<file path="src/rtl/cpu_run_controller.sv">
`default_nettype none
// ============================================================================
// Module   : cpu_run_controller
// Purpose  : Sequences CPU reset/ready/run with timeouts and logs OutReg changes.
// Revision : 1.0
// ============================================================================
module cpu_run_controller #(
  parameter int DataWidth    = 16,
  parameter int ResetCycles  = 2,
  parameter int ReadyTimeout = 64,
  parameter int RunTimeout   = 50000,
  parameter int CntWidth     = 16,
  parameter int LogDepth     = 8
) (
  input  logic                        Clk,
  input  logic                        Reset,
  input  logic                        Start,
  input  logic                        Ready,
  input  logic                        Halt,
  input  logic [DataWidth-1:0]        OutReg,
  output logic                        CpuReset_n,
  output logic                        Busy,
  output logic                        Done,
  output logic [1:0]                  Status,
  output logic [CntWidth-1:0]         CycleCount,
  input  logic                        LogRdEn,
  output logic [DataWidth-1:0]        LogRdData,
  output logic                        LogEmpty,
  output logic [$clog2(LogDepth):0]   LogCount,
  output logic                        LogOverflow
);

  localparam int AW        = $clog2(LogDepth);
  localparam int CW        = AW + 1;
  localparam int PHASE_MAX = (ResetCycles > ReadyTimeout) ? ResetCycles : ReadyTimeout;
  localparam int PW        = $clog2(PHASE_MAX + 1);

  localparam logic [PW-1:0]       c_RST_LAST = PW'(ResetCycles - 1);
  localparam logic [PW-1:0]       c_RDY_LAST = PW'(ReadyTimeout - 1);
  localparam logic [CntWidth-1:0] c_RUN_LAST = CntWidth'(RunTimeout - 1);
  localparam logic [CW-1:0]       c_DEPTH    = CW'(LogDepth);

  typedef enum logic [2:0] {
    S_Idle      = 3'd0,
    S_Reset     = 3'd1,
    S_WaitReady = 3'd2,
    S_Run       = 3'd3,
    S_Done      = 3'd4
  } state_t;

  state_t                r_state, w_next;
  logic [PW-1:0]         r_phase;
  logic [CntWidth-1:0]   r_cycle_count;
  logic [1:0]            r_status;
  logic                  r_done;
  logic [DataWidth-1:0]  r_snap;
  logic [DataWidth-1:0]  r_mem [LogDepth];
  logic [AW-1:0]         r_wr, r_rd;
  logic [CW-1:0]         r_count;
  logic                  r_overflow;

  logic       w_accept, w_phase_clr, w_phase_inc, w_cnt_inc, w_finish, w_snap_load;
  logic [1:0] w_status;
  logic       w_push, w_pop, w_full, w_push_ok;

  always_ff @(posedge Clk) begin
    if (Reset) r_state <= S_Idle;
    else       r_state <= w_next;
  end

  always_comb begin
    w_next      = r_state;
    w_accept    = 1'b0;
    w_phase_clr = 1'b0;
    w_phase_inc = 1'b0;
    w_cnt_inc   = 1'b0;
    w_finish    = 1'b0;
    w_status    = 2'd0;
    w_snap_load = 1'b0;
    case (r_state)
      S_Idle, S_Done: begin
        if (Start) begin
          w_accept    = 1'b1;
          w_phase_clr = 1'b1;
          w_next      = S_Reset;
        end
      end
      S_Reset: begin
        if (r_phase == c_RST_LAST) begin
          w_phase_clr = 1'b1;
          w_next      = S_WaitReady;
        end else begin
          w_phase_inc = 1'b1;
        end
      end
      S_WaitReady: begin
        if (Ready) begin
          w_snap_load = 1'b1;
          w_next      = S_Run;
        end else if (r_phase == c_RDY_LAST) begin
          w_finish = 1'b1;
          w_status = 2'd3;
          w_next   = S_Done;
        end else begin
          w_phase_inc = 1'b1;
        end
      end
      S_Run: begin
        // Halt is checked first so it wins over a coincident timeout.
        if (Halt) begin
          w_finish = 1'b1;
          w_status = 2'd1;
          w_next   = S_Done;
        end else if (r_cycle_count == c_RUN_LAST) begin
          w_finish = 1'b1;
          w_status = 2'd2;
          w_next   = S_Done;
        end else begin
          w_cnt_inc = 1'b1;
        end
      end
      default: w_next = S_Idle;
    endcase
  end

  always_ff @(posedge Clk) begin
    if (Reset) begin
      r_phase       <= '0;
      r_cycle_count <= '0;
      r_status      <= 2'd0;
      r_done        <= 1'b0;
      r_snap        <= '0;
    end else begin
      r_done <= w_finish;
      if (w_phase_clr)      r_phase <= '0;
      else if (w_phase_inc) r_phase <= r_phase + PW'(1);
      if (w_accept)       r_cycle_count <= '0;
      else if (w_cnt_inc) r_cycle_count <= r_cycle_count + CntWidth'(1);
      if (w_accept)      r_status <= 2'd0;
      else if (w_finish) r_status <= w_status;
      if (w_snap_load || w_push) r_snap <= OutReg;
    end
  end

  assign w_push    = (r_state == S_Run) && (OutReg != r_snap);
  assign w_pop     = LogRdEn && (r_count != '0);
  assign w_full    = (r_count == c_DEPTH);
  assign w_push_ok = w_push && (!w_full || w_pop);

  always_ff @(posedge Clk) begin
    if (w_push_ok) r_mem[r_wr] <= OutReg;
  end

  always_ff @(posedge Clk) begin
    if (Reset || w_accept) begin
      r_wr       <= '0;
      r_rd       <= '0;
      r_count    <= '0;
      r_overflow <= 1'b0;
    end else begin
      if (w_push_ok) r_wr <= r_wr + AW'(1);
      if (w_pop)     r_rd <= r_rd + AW'(1);
      if (w_push_ok && !w_pop)      r_count <= r_count + CW'(1);
      else if (!w_push_ok && w_pop) r_count <= r_count - CW'(1);
      if (w_push && !w_push_ok) r_overflow <= 1'b1;
    end
  end

  assign CpuReset_n  = (r_state == S_WaitReady) || (r_state == S_Run) || (r_state == S_Done);
  assign Busy        = (r_state == S_Reset) || (r_state == S_WaitReady) || (r_state == S_Run);
  assign Done        = r_done;
  assign Status      = r_status;
  assign CycleCount  = r_cycle_count;
  assign LogEmpty    = (r_count == '0);
  assign LogCount    = r_count;
  assign LogOverflow = r_overflow;
  assign LogRdData   = LogEmpty ? '0 : r_mem[r_rd];

endmodule
`default_nettype wire

</file>
<file path="config.mk">
export PLATFORM = sky130hd
export DESIGN_NAME = cpu_run_controller
export DESIGN_NICKNAME = d
export VERILOG_FILES = /design/src/rtl/cpu_run_controller.sv
export SDC_FILE = /design/constraint.sdc
export NUM_CORES = 1
export LEC_CHECK = 0
export ABC_AREA = 1
export CORE_ASPECT_RATIO = 1.1
export CORE_UTILIZATION = 50
export DETAILED_ROUTE_END_ITERATION = 7
export HOLD_SLACK_MARGIN = 0.12
export PLACE_DENSITY = 0.79
export SKIP_CTS_REPAIR_TIMING = 1
export SLEW_MARGIN = 20
export SYNTH_ARGS = -nofsm -noshare
export SYNTH_HDL_FRONTEND = slang
export SYNTH_SLANG_ARGS = --single-unit
</file>
<file path="constraint.sdc">
create_clock -name Clk -period 3 [get_ports Clk]
set_input_delay 0.6 -clock Clk [delete_from_list [all_inputs] [get_ports Clk]]
set_output_delay 0.6 -clock Clk [all_outputs]
set_load 0.05 [all_outputs]
</file>
==> results of run 1 <==
## worst min-delay path by stage
stage	from	end	slack, ns	cells after the start
finish	Status[0]$_SDFFE_PP0P_	Status[0]$_SDFFE_PP0P_	0.49	2
global route	r_rd[2]$_SDFFE_PP0P_	r_rd[2]$_SDFFE_PP0P_	0.51	2
CTS	r_rd[0]$_SDFFE_PP0P_	flop	0.48	1
detailed placement	Status[0]$_SDFFE_PP0P_	Status[0]$_SDFFE_PP0P_	0.47	2
global placement	r_rd[2]$_SDFFE_PP0P_	r_rd[2]$_SDFFE_PP0P_	0.45	2
floorplan	r_rd[2]$_SDFFE_PP0P_	flop	0.43	2
## cells in the mapped netlist (2+ instances only)
cell / n
buf_1: 3
nor3_1: 14
inv_2: 4
o21ai_1: 5
dfxtp_1: 59
nand2_2: 6
o32ai_1: 32
inv_1: 84
nand2_1: 148
a211oi_1: 2
o21ai_0: 54
xor2_1: 11
edfxtp_1: 128
buf_2: 10
clkbuf_1: 18
xnor2_1: 3
buf_6: 6
nand3_1: 32
ha_1: 8
nor2_1: 202
nand4_1: 9
a21oi_1: 45
## worst min-delay path, delay by kind of cell (launching register included)
kind	cells	cell delay, ns
buffers and inverters	1	0.05
flip-flops	1	0.33
AO/OA/AOI/OAI	1	0.09
## routing by layer
layer  track usage, %  routed length (microns)
met1             27.0                     7780
met2             41.2                     9720
met3             4.04                      971
met4             10.4                      469
met5                0                        0
## per-stage QoR
| stage | hold WS (ns) | cells |
|---|---|---|
| 6_report | 0.488 | 1203 |
| 5_1_grt | 0.514 | 1203 |
| 3_5_place_dp | 0.466 | 1171 |
| 4_1_cts | 0.484 | 1203 |
| 3_3_place_gp | 0.451 | 1171 |
| 2_1_floorplan | 0.433 | 899 |
## sequential cells by signal, summed over array words and instances (netlist names), named ones only
name         cells
r_mem          128
CycleCount      16
r_snap          16
r_phase          7
LogCount         4
r_rd             3
r_state          3
r_wr             3
Status           2
Done             1
LogOverflow      1
## cell families (layout without fill, tap and decap cells)
kind of cell    Yosys count  count (layout)  share of synthesized area (%)
compound gates          141             141                           10.0
simple gates            420             420                           20.5
xor+xnor                 14              14                           1.47
flops                   187             187                           60.1
fa+ha+maj                 9               9                           1.44
buf+inv                 128             228                           6.49
## layout make-up
type / count / area [sq um] / share of cell area [%]
clock buffers: 17 / 425 / 4.24
clock inverters: 15 / 129 / 1.28
inverters: 90 / 339 / 3.38
well taps: 204 / 255 / 2.54
repair buffers: 106 / 1060 / 10.6
flip-flops and latches: 187 / 5030 / 50.0
multi-input cells: 584 / 2810 / 28.0
## power groups by stage
| stage | Combinational (W) | Sequential (W) | Clock [W] |
|---|---|---|---|
| floorplan | 0.00248 | 0.00317 | 0 |
| global placement | 0.00363 | 0.00311 | 0 |
| detailed placement | 0.00370 | 0.00312 | 0 |
| CTS | 0.00373 | 0.00306 | 0.00215 |
| global route | 0.00406 | 0.00308 | 0.00225 |
| finish | 0.00373 | 0.00306 | 0.00212 |
==> key figures, run 1 <==
Power
  • Clk pwr share: between 20% and 30%
  • Peak supply drop: 0.617 mV
  • Combinational fraction of design power: 41.9%
  • Net Sw Frac: roughly two fifths
  • Net Sw Power: roughly 0.0037 W
  • Share of power burned in registers: about a third
  • Leakage: about 3.9 nW
  • Pwr Total: about 0.009 W
  • PD cells: 888 nW/um^2
  • Internal power: about 0.0052 W

Floorplan
  • Width of the die: 125 microns
  • I/O pin count: 65
  • Total die area: 17300 sq um
  • Initial core utilization: between 50 and 60%
  • Number of rows in the core area: 49
  • Die height: ~140 microns
  • Core region area: between 15000 and 20000 sq um

Timing
  • Max Clock Skew: 0.00994 ns
  • Final WS setup: 0.202 ns
  • Max frequency: between 0.3 and 0.4 GHz
  • Slew @ Worst Pin: roughly 0.65 ns
  • Hold Violations, Final: 0
  • Unrepaired setup endpoints after global routing: no
  • Final setup TNS: 0 ns
  • Final period util: between 90 and 100%
  • Final setup violation count: 0
  • Pins Over Slew Limit: 0
  • Fin crit period: about 2.8 ns
  • Worst slew margin: between 50% and 60%

Setup path
  • Crit Path Max Fanout: 5
  • Critical path's top delay family: buffers and inverters
  • Origin of the critical flop-to-flop path: LogCount[0]$_SDFFE_PP0P_
  • Setup crit end kind: output port
  • Critical-path cell list: inv_1, nand2_1, inv_1, nand3_1, inv_1, clkdlybuf4s50_1
  • WP buf/inv: 4
  • Worst setup SP type: flop
  • Slowest stage cell, crit path: clkdlybuf4s50_1
  • Worst setup startpoint: LogCount[0]$_SDFFE_PP0P_
  • CP peak stage delay: approximately 0.81 ns
  • Critical Path RT: about 2.4 ns
  • Most used cell, CP: inv_1
  • Setup CP Type: flop to output port
  • Worst path depth: 6
  • Setup slack, reg-to-reg: roughly 0.54 ns
  • Worst reg2reg path depth: 17
  • Reg2Reg Capture Point: LogCount[3]$_SDFFE_PP0P_
  • Worst path arrival time: approximately 2.2 ns
  • Crit path capture: LogEmpty

Routing
  • Total Wirelength: 18.9 mm
  • DRC Markers: 2
  • Vias per cell: about 5.4
  • Pre-antenna DRT Iters: 8
  • Routed wire per std cell: between 15 and 20 microns
  • Via Count: ~6500
  • Final ANT Viol Nets: 0
  • Starting DRT DRC Count: around 530

CTS
  • H-tree depth: 4
  • Skew-Pair Late Insertion Delay: between 0.4 and 0.5 ns
  • Clock transition at path regs: approximately 0.070 ns
  • TritonCTS buffer count: 17
  • CTS tree: done
  • Clk sinks: 187
  • CTS Root Cell: clkbuf_16
  • Clk buf depth: 2

Cells and area
  • Area Overhead vs Synth: 20.1%
  • Nets@finish: 1017
  • Post-layout util: between 60% and 70%
  • Leading cell type in the layout, fill and taps excluded: nor2_1
  • Fill cell count: 1334
  • Most frequent cells in the layout: nor2_1 (200), nand2_1 (148), edfxtp_1 (128)
  • Post-route cell area: ~10000 sq um
  • Ant diodes: 0
  • Share of post-route cells with drive strength above 1: approximately 11%

Global route
  • GRT Total Usage: 22.9%
  • Initial antenna violation count: 0
  • First-pass GRT wire length: approximately 30 mm
  • Number of global-route vias before repair: 6114
  • Largest net degree at the start of global routing: 34
  • Remaining Overflow, GRT: 0

Synthesis
  • Mapped Area: roughly 8400 sq um
  • Synth Net Count: slightly above 900
  • Asr flop ratio synth: 0%
  • Register area share after synthesis: around 60%
  • Ys flop type: edfxtp_1
  • EDFF count, synth: 128
  • Cell variety after synth: 38
  • Synthesis Warnings: 0
  • Yosys reg bits: between 150 and 200
  • Cells after Synth: around 900
  • Largest area contributor in the netlist: edfxtp_1
  • Top post-synthesis cells by area: edfxtp_1 (46%), dfxtp_1 (14%), nor2_1 (9.1%)
  • Fraction of post-synthesis cell area in the top cell type by area: between 40 and 50%
  • Mean Syn Cell Area: 9.31 sq um

Min path
  • Hold WC Path Type: flop to flop

Outcome
  • Failing checks: DRC
  • Status: complete, but fails checks

Place
  • Routability cong.: between 0.9 and 1
  • DP Area: 9460 sq um
  • Pre-CTS setup slack: -0.358 ns
  • I/O Buffers: 64
  • Post-detail-place hpwl: 12.0 mm

Job
  • Number of max-cap violations: 0
Power figures use the tool's default switching activity.
==> run 2, diff against run 1 <==
Settings changed: PLACE_DENSITY 0.79 to 0.7.
==> run 2 against run 1 <==
Compared with the run above:
- global-route usage about the same
- sequential share of layout area up 0.16 points
- first-iteration DRC count down 6.4%
- power about the same
- the run still ends with DRC left
- setup slack worse by 0.040 ns
- largest power group unchanged
- non-clock buffer count up 6
- clock power up 2%
- critical endpoint unchanged
==> key figures, run 2 (synthesized netlist as in run 1, its figures left out) <==
Job
  • Number of max-cap violations: 0 (unchanged)

Power
  • Leakage: 3.91 nW (+0.79%)
  • PD cells: 890 nW/um^2 (+0.18%)
  • Peak supply drop: 0.605 mV (-1.9%)
  • Net Sw Power: 0.00365 W (-1.2%)
  • Internal power: 0.00526 W (+0.70%)
  • Net Sw Frac: 41.0% (-0.46 points)
  • Clk pwr share: 24.2% (+0.4 points)
  • Combinational fraction of design power: 41.1% (-0.8 points)
  • Share of power burned in registers: 34.8% (+0.4 points)

Place
  • Routability cong.: 0.858 (-6.1%)
  • Post-detail-place hpwl: 12.5 mm (+3.9%)
  • I/O Buffers: 64 (unchanged)

Global route
  • GRT Total Usage: 23.0% (+0.042 points)
  • GRT met2 Usage: 40.4% (-0.84 points)
  • GR Util met1: 28.6% (+1.6 points)
  • Largest net degree at the start of global routing: 38 (+12%)
  • Number of global-route vias before repair: 5918 (-3.2%)
  • Initial antenna violation count: 0 (unchanged)
  • Remaining Overflow, GRT: 0 (unchanged)
  • First-pass GRT wire length: 29.8 mm (-0.55%)
  • GR peak layer: met2
  • Met3 Usage GRT: 4.54% (+0.50 points)

Floorplan
  • Core region area: 16400 sq um (unchanged)
  • Width of the die: 125 microns (unchanged)
  • Number of rows in the core area: 49 (unchanged)
  • I/O pin count: 65 (unchanged)
  • Die height: 138 microns (unchanged)
  • Total die area: 17300 sq um (unchanged)
  • Initial core utilization: 51.1% (unchanged)

Timing
  • Max Clock Skew: 0.00719 ns (-0.00275 ns)
  • Hold Violations, Final: 0 (unchanged)
  • Final period util: 94.6% (+1.3 points)
  • Unrepaired setup endpoints after global routing: no
  • Hold WS: 0.467 ns (-0.0214 ns)
  • Slew @ Worst Pin: 0.665 ns (+0.0180 ns)
  • Worst slew margin: 55.6% (-0.98 points)
  • Pins Over Slew Limit: 0 (unchanged)
  • Fin crit period: 2.84 ns (+0.0405 ns)
  • Max frequency: 0.352 GHz (-1.4%)
  • Final setup TNS: 0 ns (unchanged)
  • Final setup violation count: 0 (unchanged)

CTS
  • Clock transition at path regs: 0.07 ns (about the same)
  • Clk sinks: 187 (unchanged)
  • TritonCTS buffer count: 17 (unchanged)
  • Clk buf depth: 2 (unchanged)
  • Skew-Pair Late Insertion Delay: 0.44 ns (about the same)
  • H-tree depth: 4 (unchanged)
  • CTS tree: done
  • CTS Root Cell: clkbuf_16

Routing
  • DRC Markers: 3 (+1)
  • Via Count: 6390 (-1.2%)
  • Final ANT Viol Nets: 0 (unchanged)
  • Pre-antenna DRT Iters: 8 (unchanged)
  • Total Wirelength: 19.0 mm (+0.16%)
  • Starting DRT DRC Count: 495 (-6.4%)
  • Routed wire per std cell: 15.7 microns (-0.33%)
  • Vias per cell: 5.29 (-1.7%)

Min path
  • Hold WC Path Type: flop to flop
  • Hold wc startpoint: r_rd[2]$_SDFFE_PP0P_
  • WHS Path Cells: 2 (unchanged)
  • Hold endpoint: r_rd[2]$_SDFFE_PP0P_

Setup path
  • Crit Path Max Fanout: 5 (unchanged)
  • Origin of the critical flop-to-flop path: LogCount[0]$_SDFFE_PP0P_
  • Critical-path cell list: inv_1, nand2_1, inv_1, nand3_1, inv_1, clkdlybuf4s50_1
  • Setup slack, reg-to-reg: 0.56 ns (+0.02 ns)
  • Slowest stage cell, crit path: clkdlybuf4s50_1
  • Setup crit end kind: output port
  • Worst reg2reg path depth: 17 (unchanged)
  • Reg2Reg Capture Point: LogCount[3]$_SDFFE_PP0P_
  • CP peak stage delay: 0.81 ns (about the same)
  • Critical Path RT: 2.40 ns (about the same)
  • Critical path's top delay family: buffers and inverters
  • Setup CP Type: flop to output port
  • WP buf/inv: 4 (unchanged)
  • Worst path arrival time: 2.24 ns (+0.04 ns)
  • Worst setup SP type: flop
  • Most used cell, CP: inv_1

Cells and area
  • Largest register FFs: 128 (unchanged)
  • Most frequent cells in the layout: nor2_1 (201), nand2_1 (148), edfxtp_1 (128)
  • Most flops, register: r_mem
  • Ant diodes: 0 (unchanged)
  • Area Overhead vs Synth: 19.7%
  • Nets@finish: 1023 (+0.59%)
  • Fill cell count: 1401 (+5.0%)
  • Share of post-route cells with drive strength above 1: 11.2% (+0.23 points)
  • Leading cell type in the layout, fill and taps excluded: nor2_1

Outcome
  • Status: complete, but fails checks
  • Failing checks: DRC
==> run 2: cell types whose count changed in the layout (fill, tap and decap cells not counted), sizes merged <==
cell	previous run	this run
clkinvlp	4	1
buf	58	64
clkbuf	17	19
clkinv	4	5
==> run 2: worst max path at each step <==
stage                                  start                        to  slack (ns)  depth (start not counted)
floorplan           LogCount[0]$_SDFFE_PP0P_             LogRdData[10]        0.31                          7
global placement                  OutReg[10]  LogCount[3]$_SDFFE_PP0P_       -0.27                         20
detailed placement                 OutReg[5]  LogCount[3]$_SDFFE_PP0P_       -0.32                         20
CTS                                     flop              LogRdData[6]        0.08                          6
global route        LogCount[0]$_SDFFE_PP0P_                  LogEmpty        0.03                          6
finish              LogCount[0]$_SDFFE_PP0P_                  LogEmpty        0.16                          6
==> run 2: worst reg2reg max path: stages, from the launching register on <==
cell     delay (ns)
dfxtp_1        0.37
inv_1          0.09
nand2_1        0.07
nor4_1         0.23
buf_4          0.19
inv_1          0.05
nand3_1        0.09
inv_1          0.08
ha_1           0.21
inv_1          0.10
ha_1           0.23
nand2_1        0.07
nand2_1        0.06
a21oi_2        0.13
o21ai_0        0.08
a21o_1         0.16
nor2_1         0.08
nor2_1         0.05
==> run 2: power by group through the flow <==
stage          sequential (W)  clock, W  combinational [W]
6_report              0.00310   0.00216            0.00366
5_1_grt               0.00312   0.00227            0.00398
4_1_cts               0.00309   0.00219            0.00366
3_5_place_dp          0.00315         0            0.00365
3_3_place_gp          0.00315         0            0.00362
2_1_floorplan         0.00317         0            0.00248
==> run 2: final cells by class <==
class                   instances  area, sq um  share of cell area (%)
flip-flops and latches        187         5030                    50.2
repair buffers                112         1020                    10.2
clock buffers                  19          464                    4.63
inverters                      90          339                    3.38
well taps                     204          255                    2.55
multi-input cells             584         2810                    28.0
clock inverters                13          101                    1.01
==> run 2: layer usage <==
layer  up-vias  wire length (microns)  part of all wire (%)
met1      3001                   8370                    44
li1       3207                      -                     -
met4         0                    275                   1.4
met2       159                   9420                    50
met5         -                      0                     0
met3        23                    909                   4.8
==> run 2: metrics by stage <==
stage	instances	util [%]	worst slack, ns	total power (W)	area (sq um)
global route	1209	61.2	0.0335	0.00937	10000
floorplan	899	-	0.312	0.00565	8370
CTS	1209	61.1	0.0834	0.00895	10000
detailed placement	1177	57.6	-0.316	0.00680	9430
global placement	1177	57.6	-0.269	0.00676	9430
finish	1209	61.2	0.161	0.00891	10000
==> run 3, diff against run 2 <==
Settings changed: CORE_UTILIZATION 50 to 38, PLACE_DENSITY 0.7 to not set.
==> run 3 against run 2 <==
Compared with the run above:
- the run now ends clean
- global-route usage fell by 5.2 points
- first-iteration DRC count decreased by 26%
- worst hold slack got worse by 0.0083 ns
- fmax is 3.0% higher
- clock-buffer cell count shrank 2
- setup slack gained 0.084 ns
- die area is 31% higher
- final area is 1.5% higher
- utilization down 14 points
- clock power about the same
- largest cell class unchanged
- largest power group unchanged
==> key figures, run 3 (synthesized netlist as in run 1, its figures left out) <==
Outcome
  • Status: completed

Power
  • Leakage: 3.84 nW (-1.7%)
  • PD cells: 871 nW/um^2 (-2.1%)
  • Pwr Total: 0.00886 W (-0.58%)
  • Peak supply drop: 0.519 mV (-14%)

Timing
  • Slew @ Worst Pin: 0.682 ns (+0.0172 ns)
  • Pins Over Slew Limit: 0 (unchanged)
  • Max frequency: 0.363 GHz (+3.0%)
  • Final setup violation count: 0 (unchanged)
  • Final period util: 91.8% (-2.8 points)
  • Fin crit period: 2.75 ns (-0.0837 ns)
  • Max Clock Skew: 0.00935 ns (+0.00216 ns)
  • Hold Violations, Final: 0 (unchanged)
  • Final WS setup: 0.245 ns (+0.0837 ns)
  • Worst slew margin: 54.5% (-1.1 points)
  • Hold WS: 0.458 ns (-0.00830 ns)

CTS
  • H-tree depth: 4 (unchanged)
  • Clock transition at path regs: 0.07 ns (about the same)
  • CTS tree: done
  • TritonCTS buffer count: 17 (unchanged)
  • CTS Root Cell: clkbuf_16
  • Clk sinks: 187 (unchanged)
  • Skew-Pair Late Insertion Delay: 0.43 ns (about the same)
  • Clk buf depth: 2 (unchanged)

Routing
  • Starting DRT DRC Count: 367 (-26%)
  • Final ANT Viol Nets: 0 (unchanged)
  • Routed wire per std cell: 14.8 microns (-6.0%)
  • Total Wirelength: 19.1 mm (+0.45%)
  • Via Count: 6333 (-0.89%)
  • Pre-antenna DRT Iters: 6 (-2)
  • DRC Markers: 0 (-3)
  • Vias per cell: 4.90 (-7.3%)

Cells and area
  • Leading cell type in the layout, fill and taps excluded: nor2_1
  • Area of the multi-input gates: 2810 sq um (about the same)
  • Fill cell count: 2038 (+45%)
  • Share of post-route cells with drive strength above 1: 11.1% (-0.14 points)
  • Largest register FFs: 128 (unchanged)
  • Most flops, register: r_mem
  • Reg area: 5030 sq um (unchanged)
  • Nets@finish: 1018 (-0.49%)
  • Fin cells: 1292 (+6.9%)
  • Post-route cell area: 10200 sq um (+1.5%)
  • Area Overhead vs Synth: 21.6%
  • Most frequent cells in the layout: nor2_1 (200), nand2_1 (148), edfxtp_1 (128)

Place
  • Post-detail-place hpwl: 12.0 mm (-3.9%)
  • Placed Instances: 1258 (+6.9%)
  • Routability cong.: 0.842 (-1.9%)
  • Pre-CTS setup slack: -0.319 ns (-0.00381 ns)
  • DP Area: 9590 sq um (+1.6%)
  • I/O Buffers: 64 (unchanged)

Floorplan
  • Initial core utilization: 39.0% (-12 points)
  • Number of rows in the core area: 56 (+14%)
  • Total die area: 22600 sq um (+31%)
  • Core region area: 21400 sq um (+31%)
  • Die height: 158 microns (+14%)
  • Width of the die: 143 microns (+14%)
  • I/O pin count: 65 (unchanged)

Setup path
  • Crit Path Max Fanout: 6 (+1)
  • Worst setup startpoint: OutReg[13]
  • Setup CP Type: input port to flop
  • Critical Path RT: 3.37 ns (+0.97 ns)
  • Setup crit end kind: flop
  • Slowest stage cell, crit path: clkdlybuf4s50_1
  • Worst path arrival time: 3.13 ns (+0.89 ns)
  • Worst setup SP type: input port
  • Critical path's top delay family: simple AND/OR/NAND/NOR gates
  • WP buf/inv: 4 (unchanged)
  • Critical-path cell list: clkdlybuf4s50_1, inv_1, nand2_1, nand2_1, nor2_1, nand2_1, nor2_1, nand2_2, nand3_1, inv_1, ha_1, inv_1, ha_1, nand2_1, nand2_1, a21oi_2, o21ai_0, a21o_1, nand2_1, nand2_1, nor2_1
  • Most used cell, CP: nand2_1
  • CP peak stage delay: 0.61 ns (-0.20 ns)
  • Origin of the critical flop-to-flop path: LogCount[0]$_SDFFE_PP0P_

Global route
  • Initial antenna violation count: 2 (+2)
  • First-pass GRT wire length: 30.3 mm (+1.7%)
  • Remaining Overflow, GRT: 0 (unchanged)
  • Number of global-route vias before repair: 5878 (-0.68%)
  • GRT Total Usage: 17.8% (-5.2 points)
  • Largest net degree at the start of global routing: 49 (+29%)

Min path
  • Hold wc startpoint: r_rd[2]$_SDFFE_PP0P_
  • Hold WC Path Type: flop to flop

Job
  • Number of max-cap violations: 0 (unchanged)
-- run 3: changes by cell type in the layout (fill, tap and decap cells not counted), moves of 4 or more --
cell             previous run  this run
buf_4                      60        47
buf_12                      4        11
inv_6                       8         2
dlymetal6s2s_1              5         0
inv_8                       0         5
clkdlybuf4s50_1            43        47
-- run 3: path summary, 6_finish.rpt --
check | end | slack (ns) | depth (start not counted)
max | LogCount[3]$_SDFFE_PP0P_ | 0.25 | 21
min | r_rd[2]$_SDFFE_PP0P_ | 0.46 | 2
max reg2reg | LogCount[3]$_SDFFE_PP0P_ | 0.64 | 18
min reg2reg | r_rd[2]$_SDFFE_PP0P_ | 0.46 | 2
-- run 3: worst min-delay path: cells and delay by family (launching register included) --
kind	cells	cell delay [ns]
DFF	1	0.31
AOI/OAI and AO/OA	1	0.06
buffers and inverters	1	0.05
-- run 3: metal layers --
layer / vias up / GRT usage [%] / wire length, microns
met5: - / 0 / 0
met4: 0 / 6.94 / 388
met3: 27 / 3.75 / 667
met2: 113 / 29.9 / 9190
met1: 2995 / 22.3 / 8820
li1: 3198 / - / -
-- run 3: per-stage QoR --
step	utilization [%]	TNS (ns)
floorplan	-	0
global placement	44.7	-0.490
detailed placement	44.7	-0.538
CTS	47.3	0
global route	47.4	-0.0110
finish	47.4	0
-- run 3: area by class of cell --
| cell class | instances | share of cell area, % |
|---|---|---|
| tap | 290 | 3.57 |
| multi-input combinational | 584 | 27.6 |
| timing repair buffer | 107 | 10.5 |
| sequential | 187 | 49.5 |
| clock buffer | 17 | 4.18 |
| clock inverter | 15 | 1.33 |
| antenna | 2 | 0.0492 |
| inverter | 90 | 3.33 |
-- run 3: report_power, final --
part	internal [W]	total (W)	switching (W)
Sequential	0.00293	0.00310	0.000172
Combinational	0.00119	0.00363	0.00244
Clock	0.00109	0.00213	0.00103
Total	0.00521	0.00886	0.00365
